## src/rtl/bounce_counter_pkg.sv

```systemverilog
// Shared types for the bounce counter: FSM state encoding, mode codes and
// the prescaler width helper.
package bounce_counter_pkg;

  typedef enum logic [1:0] {
    ST_RESET = 2'd0,
    ST_IDLE  = 2'd1,
    ST_UP    = 2'd2,
    ST_DOWN  = 2'd3
  } state_t;

  typedef enum logic [1:0] {
    MODE_BOUNCE    = 2'b00,
    MODE_UP_WRAP   = 2'b01,
    MODE_DOWN_WRAP = 2'b10,
    MODE_HOLD      = 2'b11
  } mode_t;

  // A divider of 1 still needs a 1-bit register to stay legal.
  function automatic int unsigned tick_cnt_width(input int unsigned div);
    return (div <= 1) ? 1 : $clog2(div);
  endfunction

endpackage

```

## src/rtl/tick_gen.sv

```systemverilog
// Free-running prescaler: asserts tick for one clk out of every DIV cycles,
// and on every cycle when DIV is 1.
module tick_gen
  import bounce_counter_pkg::*;
#(
  parameter int unsigned DIV = 100000000
) (
  input  logic clk,
  input  logic rst,
  output logic tick
);

  localparam int unsigned     CW   = tick_cnt_width(DIV);
  localparam logic [CW-1:0]   LAST = CW'(DIV - 1);

  logic [CW-1:0] r_cnt;
  logic          w_last;

  assign w_last = (r_cnt == LAST);
  assign tick   = w_last;

  always_ff @(posedge clk) begin
    if (rst) begin
      r_cnt <= '0;
    end else if (w_last) begin
      r_cnt <= '0;
    end else begin
      r_cnt <= r_cnt + CW'(1);
    end
  end

endmodule

```

## src/rtl/bounce_counter.sv

```systemverilog
// Bounded up/down counter with bounce, wrap and hold modes, advanced by a
// prescaled tick. All outputs are registered; o_dbg_state exposes the FSM.
module bounce_counter
  import bounce_counter_pkg::*;
#(
  parameter int unsigned WIDTH = 4,
  parameter int unsigned DIV   = 100000000
) (
  input  logic             clk,
  input  logic             rst,
  input  logic             en,
  input  logic [1:0]       mode,
  input  logic [WIDTH-1:0] min_val,
  input  logic [WIDTH-1:0] max_val,
  input  logic             load,
  input  logic [WIDTH-1:0] load_val,
  output logic [WIDTH-1:0] count,
  output logic             dir,
  output logic             wrap,
  output logic             cfg_err,
  output state_t           o_dbg_state
);

  state_t           r_state;
  logic [WIDTH-1:0] r_count;
  logic             r_dir;
  logic             r_wrap;
  logic             r_cfg_err;

  state_t           w_state_nxt;
  logic [WIDTH-1:0] w_count_nxt;
  logic             w_dir_nxt;
  logic             w_wrap_nxt;

  logic             w_tick;
  mode_t            w_mode;
  logic             w_frozen;
  logic             w_going_down;
  logic             w_in_range;
  logic             w_degenerate;

  tick_gen #(.DIV(DIV)) u_tick_gen (
    .clk  (clk),
    .rst  (rst),
    .tick (w_tick)
  );

  assign w_mode       = mode_t'(mode);
  assign w_frozen     = (w_mode == MODE_HOLD) || r_cfg_err;
  assign w_in_range   = (r_count >= min_val) && (r_count <= max_val);
  assign w_degenerate = (min_val == max_val);

  // Wrap modes dictate direction immediately, even before the state catches up.
  always_comb begin
    w_going_down = (r_state == ST_DOWN);
    if (w_mode == MODE_DOWN_WRAP) begin
      w_going_down = 1'b1;
    end else if (w_mode == MODE_UP_WRAP) begin
      w_going_down = 1'b0;
    end
  end

  always_comb begin
    w_state_nxt = r_state;
    w_count_nxt = r_count;
    w_dir_nxt   = r_dir;
    w_wrap_nxt  = 1'b0;

    case (r_state)
      ST_RESET: begin
        w_state_nxt = ST_UP;
      end
      ST_IDLE: begin
        if (en) begin
          w_state_nxt = r_dir ? ST_DOWN : ST_UP;
        end
      end
      ST_UP, ST_DOWN: begin
        if (!en) begin
          w_state_nxt = ST_IDLE;
        end else if (!w_frozen) begin
          if (w_mode == MODE_UP_WRAP) begin
            w_state_nxt = ST_UP;
            w_dir_nxt   = 1'b0;
          end else if (w_mode == MODE_DOWN_WRAP) begin
            w_state_nxt = ST_DOWN;
            w_dir_nxt   = 1'b1;
          end

          // A coincident load consumes the tick entirely.
          if (w_tick && !load) begin
            if (!w_in_range) begin
              w_count_nxt = (w_mode == MODE_DOWN_WRAP) ? max_val : min_val;
            end else if (w_degenerate) begin
              w_wrap_nxt = 1'b1;
            end else begin
              case (w_mode)
                MODE_BOUNCE: begin
                  if (!w_going_down) begin
                    if (r_count == max_val) begin
                      w_count_nxt = max_val - WIDTH'(1);
                      w_state_nxt = ST_DOWN;
                      w_dir_nxt   = 1'b1;
                      w_wrap_nxt  = 1'b1;
                    end else begin
                      w_count_nxt = r_count + WIDTH'(1);
                    end
                  end else begin
                    if (r_count == min_val) begin
                      w_count_nxt = min_val + WIDTH'(1);
                      w_state_nxt = ST_UP;
                      w_dir_nxt   = 1'b0;
                      w_wrap_nxt  = 1'b1;
                    end else begin
                      w_count_nxt = r_count - WIDTH'(1);
                    end
                  end
                end
                MODE_UP_WRAP: begin
                  if (r_count == max_val) begin
                    w_count_nxt = min_val;
                    w_wrap_nxt  = 1'b1;
                  end else begin
                    w_count_nxt = r_count + WIDTH'(1);
                  end
                end
                MODE_DOWN_WRAP: begin
                  if (r_count == min_val) begin
                    w_count_nxt = max_val;
                    w_wrap_nxt  = 1'b1;
                  end else begin
                    w_count_nxt = r_count - WIDTH'(1);
                  end
                end
                default: begin
                  w_count_nxt = r_count;
                end
              endcase
            end
          end
        end
      end
      default: begin
        w_state_nxt = ST_RESET;
      end
    endcase

    if (load && (r_state != ST_RESET)) begin
      w_count_nxt = load_val;
    end
  end

  always_ff @(posedge clk) begin
    if (rst) begin
      r_state   <= ST_RESET;
      r_count   <= '0;
      r_dir     <= 1'b0;
      r_wrap    <= 1'b0;
      r_cfg_err <= 1'b0;
    end else begin
      r_state   <= w_state_nxt;
      r_count   <= w_count_nxt;
      r_dir     <= w_dir_nxt;
      r_wrap    <= w_wrap_nxt;
      r_cfg_err <= (max_val < min_val);
    end
  end

  assign count       = r_count;
  assign dir         = r_dir;
  assign wrap        = r_wrap;
  assign cfg_err     = r_cfg_err;
  assign o_dbg_state = r_state;

endmodule

```

## config.mk

```make
export PLATFORM = sky130hd
export DESIGN_NAME = bounce_counter
export DESIGN_NICKNAME = d
export VERILOG_FILES = /design/src/rtl/bounce_counter_pkg.sv /design/src/rtl/tick_gen.sv /design/src/rtl/bounce_counter.sv
export SDC_FILE = /design/constraint.sdc
export NUM_CORES = 1
export LEC_CHECK = 0
export ABC_CLOCK_PERIOD_IN_PS = 3300
export BUFFER_PORTS_ARGS = -buffer_cell sky130_fd_sc_hd__buf_2
export CAP_MARGIN = 20
export CORE_MARGIN = 2
export CORE_UTILIZATION = 55
export CTS_BUF_LIST = sky130_fd_sc_hd__clkbuf_2
export DETAILED_ROUTE_END_ITERATION = 6
export GPL_TIMING_DRIVEN = 0
export PLACE_DENSITY = 0.82
export SLEW_MARGIN = 20
export SYNTH_ARGS = -nofsm -noshare
export SYNTH_HDL_FRONTEND = slang
export SYNTH_SLANG_ARGS = --single-unit
```

## constraint.sdc

```tcl
create_clock -name clk -period 3.3 [get_ports clk]
set_input_delay 0.495 -clock clk [delete_from_list [all_inputs] [get_ports clk]]
set_output_delay 0.495 -clock clk [all_outputs]
set_load 0.05 [all_outputs]
```

== After elaboration in Yosys (flattened, before gate mapping) ==
Index checks and enable logic that the tools add are counted.

* Bits in latches: 0
* Memories kept: 0
* Flip-flop bits (word level): 36
* RAM bits: 0
* Input port bits: 18
* Bits in read-only memories: 0
* Word-level logic and storage cells: 95

* Muxes and demuxes: 44
* Bitwise logic cells: 5
* Divide/modulo/power cells: 0
* Multipliers: 0
* Reduce and logical (&&, ||, !) cells: 17
* Order comparisons: 3
* Equal/unequal tests: 15
* Add/sub/neg operators: 5
* Shift operators: 0

{| class="wikitable"
|+ Operators by type and width
! cell !! number
|-
| $mux W4 || 13
|-
| $add A27 B1 Y27 const B || 1
|-
| $eq A27 B27 Y1 const B || 1
|-
| $mux W2 || 12
|-
| $mux W1 || 16
|-
| $eq A4 B4 Y1 || 3
|-
| $pmux W4 S3 || 1
|-
| $add A4 B1 Y4 const B || 2
|-
| $eq A2 B2 Y1 const B || 4
|-
| $reduce_bool A2 Y1 || 4
|-
| $sub A4 B1 Y4 const B || 2
|-
| $pmux W2 S3 || 1
|-
| $reduce_and A6 Y1 || 1
|-
| $reduce_or A6 Y1 || 1
|-
| $ne A5 B1 Y1 const B || 1
|-
| $not A1 Y1 || 5
|-
| $eq A2 B1 Y1 const B || 2
|-
| $ge A4 B4 Y1 || 1
|-
| $le A4 B4 Y1 || 1
|-
| $logic_not A2 Y1 || 2
|-
| $lt A4 B4 Y1 || 1
|-
| $reduce_or A2 Y1 || 2
|-
| $logic_and A1 B1 Y1 || 3
|-
| $ne A3 B2 Y1 const B || 1
|-
| 8 further kinds || 8
|}

== Logic depth before layout (Yosys ltp) ==
Gate-level depths: netlist of run 1.

* Depth in word-level cells: 12
* Gate-level depth with buffers: 9
* Depth with buffers taken out: 8

== By module ==
From an unflattened synthesis of run 1, not the netlist that was laid out.

* Cell total of the unflattened synthesis: 336
* Area, all modules: 2819.0 µm²

{| class="wikitable"
|+ By module, submodules not included
! module !! area each (µm²) !! instances !! cells each
|-
| bounce_counter || 1472.7 || 1 || 186
|-
| tick_gen || 1346.3 || 1 || 150
|}

== Least setup slack after synthesis of run 1 ==
OpenSTA, ideal clock, no wires.

* Path kind: register to register
* Start point: register r_count[0], in the netlist count[0]
* End point: register r_count[0], in the netlist count[0]
* Clock period less this slack: 2738 ps
* Cell stages (with the launch flop): 10
* Data required time: 3199 ps
* Data arrival time: 2637 ps
* Path slack: 562 ps
* Cells stage by stage: dfxtp_1 > inv_1 > ha_1 > and4_1 > clkbuf_1 > mux2i_1 > a22oi_1 > a211oi_1 > a221oi_1 > o41ai_1

* Longest elaborated chain between the ends: 11

{| class="wikitable"
|+ Ends and longest elaborated chain
! item !! RTL line !! text
|-
| start, declared || bounce_counter.sv:25 || <nowiki>logic [WIDTH-1:0] r_count;</nowiki>
|-
| start signal, assigned || bounce_counter.sv:162 || <nowiki>r_count <= w_count_nxt;</nowiki>
|-
| $add A4 B1 Y4 (tied with other cells) || bounce_counter.sv:106, bounce_counter.sv:124 ||
|-
| $mux W4 (on tied branches) || bounce_counter.sv:100, bounce_counter.sv:109 ||
|-
| $mux W4 || bounce_counter.sv:99 || <nowiki>if (!w_going_down) begin</nowiki>
|-
| $pmux W4 S3 || bounce_counter.sv:97 || <nowiki>case (w_mode)</nowiki>
|-
| $mux W4 || bounce_counter.sv:94 || <nowiki>end else if (w_degenerate) begin</nowiki>
|-
| $mux W4 || bounce_counter.sv:92 || <nowiki>if (!w_in_range) begin</nowiki>
|-
| $mux W4 || bounce_counter.sv:91 || <nowiki>if (w_tick && !load) begin</nowiki>
|-
| $mux W4 || bounce_counter.sv:81 || <nowiki>end else if (!w_frozen) begin</nowiki>
|-
| $mux W4 || bounce_counter.sv:79 || <nowiki>if (!en) begin</nowiki>
|-
| $mux W4 || bounce_counter.sv:69 || <nowiki>case (r_state)</nowiki>
|-
| $mux W4 || bounce_counter.sv:148 || <nowiki>if (load && (r_state != ST_RESET)) begin</nowiki>
|}

Parallel ways exist; a longest one is shown, timed or not. The select of a mux whose other input is x is not followed.
A chain may end at the register's enable or synchronous reset.

== Final worst setup path of run 1 ==
Same ends and word-level chain as after synthesis.

==> summary.md, run 1 <==
| Metric | Value |
|---|---|
| Status | complete, no violations |
| DRC violations left | 0 |
| Worst Path Max Fanout | 9 |
| CTS clock-pin slew for the worst setup and hold paths | 180 ps |
| Final Instance Count excl. Fillers | 411 |
| Fraction of layout instances using a drive strength above 1 | 0.1309 |
| Flops & latches, synth | 36 |
| Largest family of logic cells by synthesized area | simple AND/OR/NAND/NOR gates |
| Largest net degree at the start of global routing | 12 |
| Startpoint class of the critical path | register |
| Count of maximum capacitance violations | 0 |
| Worst slack after detailed placement | 353.4 ps |
| Total power | 985.4 µW |
| Total vias in the final route | 2433 |
| Share of async-settable or async-resettable flops after synthesis | 0 |
| Net count of the mapped netlist | 364 |
| Commonest non-fill, non-tap cell in the layout | sky130_fd_sc_hd__nor2_1 |
| Post-CTS Setup Repair Bufs | 0 |
| Start-to-end type of the worst setup path | reg -> reg |
| Power per cell area | 347.7 mW/mm² |
| Crit-path cells | inv_1, ha_1, and4_1, buf_2, a21oi_1, or2_1, clkbuf_1, a221oi_1, o41ai_1 |
| Required arrival time at the worst endpoint | 3590 ps |
| Filler instances | 384 |
| Number of buffers created by CTS | 5 |
| Post-synthesis xor/xnor area fraction | 0.09869 |
| Category of cells accounting for the largest share of critical-path delay | compound AO/OA/AOI/OAI gates |
| Gate count of the mapped netlist | 325 |
| Average wire length per cell after detail routing | 14.30 µm |
| Post-route ant nets | 0 |
| Via count of the first global-routing pass | 2248 |
| Antenna fix cells | 0 |
| First-pass GRT wire length | 10290 µm |
| Final-stage net count | 397 |
| Kind of end point of the critical path | register |
| I/O pin count | 27 |
| Most frequent cells in the layout | sky130_fd_sc_hd__nor2_1 (49), sky130_fd_sc_hd__dfxtp_1 (36), sky130_fd_sc_hd__buf_2 (27) |
| Number of warnings issued by yosys | 0 |
| Primary FF master, synth | sky130_fd_sc_hd__dfxtp_1 |
| Die span in y | 72.41 µm |
| EDFF count, synth | 0 |
| Length of the first detailed-routing pass in iterations | 6 |
| Transition time of the tightest slew-check pin | 695.3 ps |
| Cell with the largest stage delay on the worst path | sky130_fd_sc_hd__dfxtp_1 |
| Largest clock skew in the final design | 23.81 ps |
| Hold-fix buffers, CTS | 0 |
| Mean cell area of the mapped netlist | 7.919 µm² |
| Multiplexer fraction of the synthesized cell area | 0.01556 |
| Maximum buffer depth of the clock tree | 2 |
| Total global routing overflow | 0 |
| Final setup slack of the worst path | 314.6 ps |
| Classification of the worst-slack hold path | in -> reg |
| TritonCTS Sinks | 36 |
| Placed cell count | 403 |
| Maximum vdd drop | 0.0003527 V |
| Maximum clock frequency | 335.0 MHz |
| Synthesized area | 0.002574 mm² |
| Sequential share of the synthesized area | 0.2800 |
| Post-route cell area | 0.002834 mm² |
| Tcrit/Tclk final | 0.9047 |
| Number of port buffers | 26 |
| Final wirelength | 5876 µm |
| Multi-input combinational cell area | 0.001732 mm² |
| Critical Path AT | 3270 ps |
| Final period demand of the worst path | 2985 ps |
| Site Rows | 24 |
| H-tree depth | 2 |
| Count of pins over their slew limit | 0 |
| Relative slew slack | 0.5322 |
| RD Place Congestion | 0.8692 |
| Core Box Area | 0.004444 mm² |
| CP Buf/Inv Count | 3 |
| Initial drt markers | 262 |
| Antenna violations before repair | 0 |
| CTS tree | done |
| Count of final hold-check violations | 0 |
| Sum of net half-perimeters after detailed placement | 4511 µm |
| Number of library cell types mapped by synthesis | 54 |
| Layout overhead on the synthesized area | 10.11% |
| Leakage power figure | 0.001128 µW |
| Clock latency of the later-clocked register in the worst-skew pair | 390 ps |
| Final number of setup-violating endpoints | 0 |
| Starting Density | 0.5791 |
| Count of instances resized after the clock tree is built | 0 |
| Unrepaired setup endpoints after global routing | no |
| Register Area | 720.7 µm² |
| Drt via density | 5.920 |
| Die outline width | 72.41 µm |
| Die Area | 0.005242 mm² |
| Slowest Stage Delay on Critical Path | 550 ps |
| Simple-gate share of the synthesized area | 0.2849 |
| Aggregate global-route resource usage | 0.2462 |
| Share of the synthesized area in compound gates (AO/OA/AOI/OAI) | 0.1716 |
| Adder and majority gate portion of the synthesized area | 0.1021 |
| Post-DP Area | 0.002769 mm² |
| Clock tree root driver cell | sky130_fd_sc_hd__clkbuf_2 |
| Setup total negative slack | 0 ps |
cells in the mapped netlist, types with 3 or more instances:
cell | n | share of area
sky130_fd_sc_hd__ha_1 | 21 | 0.10
sky130_fd_sc_hd__mux2i_1 | 4 | 0.016
sky130_fd_sc_hd__or3_1 | 6 | 0.015
sky130_fd_sc_hd__nand4_1 | 7 | 0.017
sky130_fd_sc_hd__nand3_1 | 12 | 0.023
sky130_fd_sc_hd__xnor2_1 | 12 | 0.041
sky130_fd_sc_hd__nand2_1 | 23 | 0.034
sky130_fd_sc_hd__a211oi_1 | 9 | 0.026
sky130_fd_sc_hd__xor2_1 | 17 | 0.058
sky130_fd_sc_hd__a221oi_1 | 3 | 0.010
sky130_fd_sc_hd__nor2b_1 | 6 | 0.015
sky130_fd_sc_hd__and4_1 | 4 | 0.014
sky130_fd_sc_hd__dfxtp_1 | 36 | 0.28
sky130_fd_sc_hd__a21oi_1 | 13 | 0.025
sky130_fd_sc_hd__and3_1 | 4 | 0.0097
sky130_fd_sc_hd__o21ai_0 | 18 | 0.035
sky130_fd_sc_hd__clkbuf_1 | 12 | 0.017
sky130_fd_sc_hd__inv_1 | 18 | 0.026
sky130_fd_sc_hd__nor3_1 | 7 | 0.014
sky130_fd_sc_hd__nor2_1 | 49 | 0.071
worst register-to-register path: stages (launching register included):
cell,delay [ps]
sky130_fd_sc_hd__dfxtp_1,550
sky130_fd_sc_hd__inv_1,190
sky130_fd_sc_hd__ha_1,330
sky130_fd_sc_hd__and4_1,170
sky130_fd_sc_hd__buf_2,160
sky130_fd_sc_hd__a21oi_1,510
sky130_fd_sc_hd__or2_1,190
sky130_fd_sc_hd__clkbuf_1,290
sky130_fd_sc_hd__a221oi_1,140
sky130_fd_sc_hd__o41ai_1,360
layout make-up:
| class | instances | share of cell area |
|---|---|---|
| multi-input cells | 257 | 0.6110 |
| clock inverters | 2 | 0.01236 |
| well taps | 52 | 0.02296 |
| flip-flops and latches | 36 | 0.2543 |
| clock buffers | 6 | 0.01060 |
| inverters | 18 | 0.02384 |
| plain buffers | 14 | 0.01898 |
| repair buffers | 26 | 0.04592 |
power breakdown:
part           leakage [µW]  internal (µW)  switching (µW)
Clock             0.0000430            131             147
Sequential         0.000292            446            15.7
Combinational      0.000794           88.9             158
Total               0.00113            665             320
sequential cells by signal (all words and copies together), names as in the netlist:
register          count
wrap                  1
count                 4
cfg_err               1
dir                   1
u_tick_gen.r_cnt     27
o_dbg_state           2
kinds of logic (layout without fill, tap and decap cells):
| family | Yosys count | count (layout) |
|---|---|---|
| flip-flops | 36 | 36 |
| AO/OA/AOI/OAI | 64 | 64 |
| multiplexers | 4 | 4 |
| adder cells (fa/ha/maj) | 21 | 21 |
| buffers and inverters | 32 | 66 |
| AND/OR/NAND/NOR | 139 | 139 |
| XOR/XNOR | 29 | 29 |
worst paths after layout:
kind | from | endpoint | slack, ps | cells after the start
worst min register to register | u_tick_gen.r_cnt[0] | u_tick_gen.r_cnt[0] | 460 | 1
worst max-delay path | count[0] | count[0] | 310 | 9
worst min-delay path | rst | count[0] | 350 | 2
worst max register to register | count[0] | count[0] | 310 | 9
through the flow:
step | util | hold WS [ps]
detailed placement | 0.6230 | 440.2
global placement | 0.6230 | 434.8
global route | 0.6377 | 337.6
finish | 0.6377 | 349.3
floorplan | - | 417.5
CTS | 0.6377 | 341.8
metal layers:
layer | global-route usage | vias to the layer above | wire [µm]
met5 | 0 | - | 0
met4 | 0.05144 | 0 | 46
met3 | 0.04722 | 6 | 497
met2 | 0.3863 | 82 | 2539
met1 | 0.3537 | 1117 | 2792
li1 | - | 1228 | -
Note: power is estimated with default switching activity, not from simulation.
==> run 2, diff against run 1 <==
--- a/config.mk
+++ b/config.mk
@@ -11,3 +11,3 @@
 export CORE_MARGIN = 2
-export CORE_UTILIZATION = 55
+export CORE_UTILIZATION = 60
 export CTS_BUF_LIST = sky130_fd_sc_hd__clkbuf_2
@@ -15,3 +15,3 @@
 export GPL_TIMING_DRIVEN = 0
-export PLACE_DENSITY = 0.82
+export PLACE_DENSITY = 0.88
 export SLEW_MARGIN = 20
==> constraint.sdc (replaced) <==
create_clock -name clk -period 3.3 [get_ports clk]
set_input_delay 0.33 -clock clk [delete_from_list [all_inputs] [get_ports clk]]
set_output_delay 0.33 -clock clk [all_outputs]
set_load 0.05 [all_outputs]
==> run 2 against run 1 <==
  * Sequential share of layout area about the same
  * Register-to-register slack worse by 40 ps
  * Critical endpoint unchanged
  * Clock power about the same
  * Total power up 0.38%
  * The flow now finishes with violations (design-rule violations)
  * Worst hold slack worse by 150 ps
  * Wire length is 3.5% higher
  * Cell count fell by 0.49%
  * Critical path depth unchanged
  * Highest routed layer unchanged
==> summary.md, run 2 (synthesized netlist as in run 1, its figures left out) <==
| Metric | Value |
|---|---|
| Register containing the most flip-flops in the final layout | u_tick_gen.r_cnt (unchanged) |
| Commonest non-fill, non-tap cell in the layout | sky130_fd_sc_hd__nor2_1 (unchanged) |
| Setup total negative slack | 0 ps (unchanged) |
| Filler instances | 325 (was 384) |
| Relative slew slack | 0.5268 (was 0.5322) |
| Starting Density | 0.6343 (was 0.5791) |
| Tcrit/Tclk final | 0.9174 (was 0.9047) |
| Antenna violations before repair | 0 (unchanged) |
| Critical Path AT | 3310 ps (was 3270 ps) |
| Layout overhead on the synthesized area | 10.01% (was 10.11%) |
| DRC violations left | 1 (was 0) |
| Fraction of layout instances using a drive strength above 1 | 0.1309 (unchanged) |
| Site Rows | 23 (was 24) |
| Antenna fix cells | 0 (unchanged) |
| Maximum buffer depth of the clock tree | 2 (unchanged) |
| Transition time of the tightest slew-check pin | 703.2 ps (was 695.3 ps) |
| Initial drt markers | 228 (was 262) |
| Drt via density | 6.027 (was 5.920) |
| Leakage power figure | 0.001128 µW (unchanged) |
| Violated checks | design-rule violations |
| Average wire length per cell after detail routing | 14.87 µm (was 14.30 µm) |
| Clock latency of the later-clocked register in the worst-skew pair | 370 ps (was 390 ps) |
| Classification of the worst-slack hold path | in -> reg (unchanged) |
| Maximum vdd drop | 0.0003636 V (was 0.0003527 V) |
| Total power | 989.1 µW (was 985.4 µW) |
| Start-to-end type of the worst setup path | reg -> reg (unchanged) |
| Worst Path Max Fanout | 9 (unchanged) |
| Largest net degree at the start of global routing | 12 (unchanged) |
| Maximum clock frequency | 330.3 MHz (was 335.0 MHz) |
| Total vias in the final route | 2465 (was 2433) |
| Startpoint class of the critical path | register (unchanged) |
| Count of pins over their slew limit | 0 (unchanged) |
| Length of the first detailed-routing pass in iterations | 7 (was 6) |
| First-pass GRT wire length | 10210 µm (was 10290 µm) |
| Sum of net half-perimeters after detailed placement | 4598 µm (was 4511 µm) |
| DRT met1 WL | 2776 µm (was 2792 µm) |
| Post-CTS Setup Repair Bufs | 0 (unchanged) |
| Required arrival time at the worst endpoint | 3580 ps (was 3590 ps) |
| RD Place Congestion | 0.9817 (was 0.8692) |
| Final period demand of the worst path | 3027 ps (was 2985 ps) |
| Final number of setup-violating endpoints | 0 (unchanged) |
| Die span in y | 69.50 µm (was 72.41 µm) |
| Total global routing overflow | 0 (unchanged) |
| Via count of the first global-routing pass | 2211 (was 2248) |
| Power per cell area | 349.3 mW/mm² (was 347.7 mW/mm²) |
| Highest signal layer in the routed design | met4 (unchanged) |
| Count of maximum capacitance violations | 0 (unchanged) |
| TritonCTS Sinks | 36 (unchanged) |
| Routed length on met3 | 496 µm (was 497 µm) |
| H-tree depth | 2 (unchanged) |
| Number of buffers created by CTS | 5 (unchanged) |
| CTS tree | done (unchanged) |
| Die outline width | 69.50 µm (was 72.41 µm) |
| Aggregate global-route resource usage | 0.2582 (was 0.2462) |
| Count of final hold-check violations | 0 (unchanged) |
| Largest clock skew in the final design | 9.948 ps (was 23.81 ps) |
| Count of instances resized after the clock tree is built | 0 (unchanged) |
| Status | complete, but fails checks (was complete, no violations) |
| Final-stage net count | 397 (unchanged) |
| Most frequent cells in the layout | sky130_fd_sc_hd__nor2_1 (49), sky130_fd_sc_hd__dfxtp_1 (36), sky130_fd_sc_hd__buf_2 (27) (unchanged) |
| I/O pin count | 27 (unchanged) |
| Post-route ant nets | 0 (unchanged) |
| Kind of end point of the critical path | register (unchanged) |
| Core Box Area | 0.004058 mm² (was 0.004444 mm²) |
| CTS clock-pin slew for the worst setup and hold paths | 170 ps (was 180 ps) |
| Unrepaired setup endpoints after global routing | no (unchanged) |
| Detail Route met2 WL | 2761 µm (was 2539 µm) |
| Max FFs per register | 27 (unchanged) |
| Number of port buffers | 26 (unchanged) |
| Clock tree root driver cell | sky130_fd_sc_hd__clkbuf_2 (unchanged) |
| Die Area | 0.004830 mm² (was 0.005242 mm²) |
| Final wirelength | 6081 µm (was 5876 µm) |
| Hold-fix buffers, CTS | 0 (unchanged) |
-- run 2: cell counts in the layout (fill, tap and decap cells not counted) --
Identical to the previous run, type by type.
-- run 2: power breakdown --
group          switching, µW  internal (µW)
clock network            146            131
registers               16.1            446
logic                    162           88.9
total                    324            665
-- run 2: worst paths after layout --
kind | from | endpoint | slack [ps] | cells after the start
max reg2reg | count[0] | count[0] | 270 | 9
max | count[0] | count[0] | 270 | 9
min | load_val[0] | count[0] | 200 | 3
min reg2reg | u_tick_gen.r_cnt[0] | u_tick_gen.r_cnt[0] | 480 | 1
-- run 2: layout make-up --
type / instances / area [µm²] / share of cell area
clock inverter: 2 / 35.03 / 0.01237
buffer: 14 / 53.80 / 0.01900
timing repair buffer: 26 / 130.1 / 0.04596
tap: 50 / 62.56 / 0.02209
multi-input combinational: 257 / 1732 / 0.6116
sequential: 36 / 720.7 / 0.2545
inverter: 18 / 67.56 / 0.02386
clock buffer: 6 / 30.03 / 0.01061
-- run 2: per-stage QoR --
stage               hold WS, ps  std cells  area (µm²)    util  setup WS [ps]
detailed placement        442.9        401        2766  0.6818          459.7
finish                    199.0        409        2831  0.6978          272.6
CTS                       185.2        409        2831  0.6978          399.8
global placement          434.4        401        2766  0.6818          514.3
floorplan                 417.5        325        2574       -          562.1
global route              180.6        409        2831  0.6978          158.8
-- run 2: layer usage --
layer | up-vias | track usage
li1 | 1226 | -
met1 | 1121 | 0.3608
met2 | 112 | 0.4103
met3 | 6 | 0.06250
met4 | 0 | 0.04575
met5 | - | 0
-- run 2: worst max-delay path, cell delays in order (launching register included) --
cell and delay, ps:
sky130_fd_sc_hd__dfxtp_1 570, sky130_fd_sc_hd__inv_1 210, sky130_fd_sc_hd__ha_1 330, sky130_fd_sc_hd__and4_1 170
sky130_fd_sc_hd__buf_2 170, sky130_fd_sc_hd__a21oi_1 520, sky130_fd_sc_hd__or2_1 190, sky130_fd_sc_hd__clkbuf_1 290
sky130_fd_sc_hd__a221oi_1 140, sky130_fd_sc_hd__o41ai_1 360
==> run 3, diff against run 2 <==
- BUFFER_PORTS_ARGS: -buffer_cell sky130_fd_sc_hd__buf_2 -> unset
- DONT_BUFFER_PORTS: unset -> 1
- PLACE_DENSITY: 0.88 -> 0.83
==> run 3 against run 2 <==
  * Cell count down 6.1%
  * Non-clock buffer count shrank 25
  * Clock-buffer cell count decreased by 1
  * Clock power decreased by 31%
  * Critical path type unchanged
  * Die area unchanged
  * Wire length is 3.0% lower
  * Sequential share of layout area increased by 1.4 points
  * The run now ends clean
  * Cell area fell by 5.1%
  * Clock skew rose by 0.67 ps
  * Worst hold slack worse by 110 ps
==> summary.md, run 3 (synthesized netlist as in run 1, its figures left out) <==
| Metric | Value |
|---|---|
| Status | complete, no violations (was complete, but fails checks) |
| Classification of the worst-slack hold path | in -> reg (unchanged) |
| Global-route layer with the greatest usage | met2 (unchanged) |
| Sum of net half-perimeters after detailed placement | 4506 µm (was 4598 µm) |
| Average wire length per cell after detail routing | 15.36 µm (was 14.87 µm) |
| Length of the first detailed-routing pass in iterations | 4 (was 7) |
| Die outline width | 69.50 µm (unchanged) |
| Final setup slack of the worst path | 239.3 ps (was 272.6 ps) |
| Worst slack after detailed placement | 63.65 ps (was 459.7 ps) |
| Required arrival time at the worst endpoint | 3580 ps (about the same) |
| First-pass GRT wire length | 10010 µm (was 10210 µm) |
| Startpoint of the most critical register-to-register path | count[3] (was count[0]) |
| CTS tree | done (unchanged) |
| Critical Path AT | 3340 ps (was 3310 ps) |
| Core Box Area | 0.004058 mm² (unchanged) |
| Site Rows | 23 (unchanged) |
| Start-to-end type of the worst setup path | reg -> reg (unchanged) |
| Worst Path Max Fanout | 7 (was 9) |
| Via count of the first global-routing pass | 2111 (was 2211) |
| Maximum buffer depth of the clock tree | 2 (unchanged) |
| Largest net degree at the start of global routing | 12 (unchanged) |
| Final wirelength | 5899 µm (was 6081 µm) |
| Routing usage on met1 | 0.3704 (was 0.3608) |
| Aggregate global-route resource usage | 0.2509 (was 0.2582) |
| TritonCTS Sinks | 36 (unchanged) |
| HP Start | load_val[0] (unchanged) |
| Antenna fix cells | 0 (unchanged) |
| R2R setup slack | 240 ps (was 270 ps) |
| Max FFs per register | 27 (unchanged) |
| Count of pins over their slew limit | 0 (unchanged) |
| Startpoint class of the critical path | register (unchanged) |
| Clock latency of the later-clocked register in the worst-skew pair | 370 ps (about the same) |
| Leakage power figure | 0.001007 µW (was 0.001128 µW) |
| Total vias in the final route | 2328 (was 2465) |
| Register containing the most flip-flops in the final layout | u_tick_gen.r_cnt (unchanged) |
| H-tree depth | 2 (unchanged) |
| Setup total negative slack | 0 ps (unchanged) |
| Post-route ant nets | 0 (unchanged) |
| Drt via density | 6.063 (was 6.027) |
| Cell depth of the worst min-delay path | 2 (was 3) |
| Met2 Track Usage GR | 0.3761 (was 0.4103) |
| Transition time of the tightest slew-check pin | 797.8 ps (was 703.2 ps) |
| Fraction of layout instances using a drive strength above 1 | 0.06287 (was 0.1309) |
| Maximum vdd drop | 0.0003165 V (was 0.0003636 V) |
| Die span in y | 69.50 µm (unchanged) |
| Die Area | 0.004830 mm² (unchanged) |
| Most frequent cells in the layout | sky130_fd_sc_hd__nor2_1 (49), sky130_fd_sc_hd__dfxtp_1 (35), sky130_fd_sc_hd__nand2_1 (23) (was sky130_fd_sc_hd__nor2_1 (49), sky130_fd_sc_hd__dfxtp_1 (36), sky130_fd_sc_hd__buf_2 (27)) |
| Tcrit/Tclk final | 0.9275 (was 0.9174) |
| Largest clock skew in the final design | 10.62 ps (was 9.948 ps) |
| Starting Density | 0.6343 (unchanged) |
| Antenna violations before repair | 0 (unchanged) |
| Layout overhead on the synthesized area | 4.375% (was 10.01%) |
| Total global routing overflow | 0 (unchanged) |
| Relative slew slack | 0.4674 (was 0.5268) |
| Reg2Reg Depth | 8 (was 9) |
| Initial drt markers | 193 (was 228) |
| Final number of setup-violating endpoints | 0 (unchanged) |
| Commonest non-fill, non-tap cell in the layout | sky130_fd_sc_hd__nor2_1 (unchanged) |
| Final-stage net count | 372 (was 397) |
| Kind of end point of the critical path | register (unchanged) |
| Maximum clock frequency | 326.7 MHz (was 330.3 MHz) |
| Count of final hold-check violations | 0 (unchanged) |
| Power per cell area | 326.3 mW/mm² (was 349.3 mW/mm²) |
| RD Place Congestion | 0.9554 (was 0.9817) |
| Met3 Resource Use GR | 0.06250 (unchanged) |
| Number of port buffers | 0 (was 26) |
| CTS clock-pin slew for the worst setup and hold paths | 180 ps (was 170 ps) |
| Final period demand of the worst path | 3061 ps (was 3027 ps) |
| Count of maximum capacitance violations | 0 (unchanged) |
| I/O pin count | 27 (unchanged) |
| Number of buffers created by CTS | 5 (unchanged) |
| Post-CTS Setup Repair Bufs | 0 (unchanged) |
| Unrepaired setup endpoints after global routing | no (unchanged) |
| DRC violations left | 0 (was 1) |
| Clock tree root driver cell | sky130_fd_sc_hd__clkbuf_2 (unchanged) |
| Reg2Reg Capture Point | count[0] (unchanged) |
| Worst hold path endpoint | count[0] (unchanged) |
## run 3: cell count changes in the layout (fill, tap and decap cells not counted), sizes merged
cell,delta
clkinv,+2
dlygate4sd3,+1
buf,-26
clkbuf,-1
bufinv,-1
## run 3: critical path, stage by stage (launching register included)
cell                       delay (ps)
sky130_fd_sc_hd__dfxtp_1          850
sky130_fd_sc_hd__ha_1             400
sky130_fd_sc_hd__and4_1           200
sky130_fd_sc_hd__buf_2            160
sky130_fd_sc_hd__a21oi_1          440
sky130_fd_sc_hd__or2_1            180
sky130_fd_sc_hd__clkbuf_1         270
sky130_fd_sc_hd__a221oi_1         130
sky130_fd_sc_hd__o41ai_1          340
## run 3: final cells by class
cell class	count	area, µm²
Multi-Input combinational cell	257	1732
Fill cell	347	1371
Sequential cell	36	721.9
Inverter	18	67.56
Tap cell	50	62.56
Buffer	14	53.80
Clock buffer	5	25.02
Clock inverter	3	13.76
Timing Repair Buffer	1	10.01
## run 3: what timing repair did
item | 4_1_cts | 5_1_grt
hold buffers | 0 | 1
endpoints found under the hold margin | 0 | 1
gates resized for setup | 0 | 1
setup endpoints to repair | 0 | 5
## run 3: worst max-delay path by stage
| stage | from | to | slack [ps] | depth (start not counted) |
|---|---|---|---|---|
| after floorplan | count[0] | count[0] | 560 | 9 |
| after CTS | count[0] | count[0] | 30 | 9 |
| after global routing | count[1] | count[2] | 40 | 8 |
| after global placement | count[0] | count[0] | 50 | 9 |
| final | count[3] | count[0] | 240 | 8 |
| after detailed placement | count[0] | count[0] | 60 | 9 |
## run 3: stage by stage
stage	hold slack (ps)	utilization	instances	total power [µW]	area (µm²)
finish	90.11	0.6620	384	876.5	2686
global route	52.05	0.6620	384	928.6	2686
floorplan	417.5	-	325	645.4	2574
detailed placement	442.4	0.6497	375	688.7	2636
global placement	434.6	0.6497	375	684.7	2636
CTS	17.09	0.6593	383	877.1	2675
## run 3: metal layers
| metal | wire (µm) | part of all wire |
|---|---|---|
| met4 | 18 | 0.0031 |
| met1 | 2974 | 0.50 |
| met3 | 415 | 0.070 |
| met2 | 2491 | 0.42 |
| met5 | 0 | 0 |
## run 3: power breakdown
group / leakage (µW) / internal (µW) / switching [µW]
registers: 0.000292 / 446 / 43.4
logic: 0.000685 / 78.2 / 118
clock network: 0.0000302 / 47.5 / 143
total: 0.00101 / 572 / 305
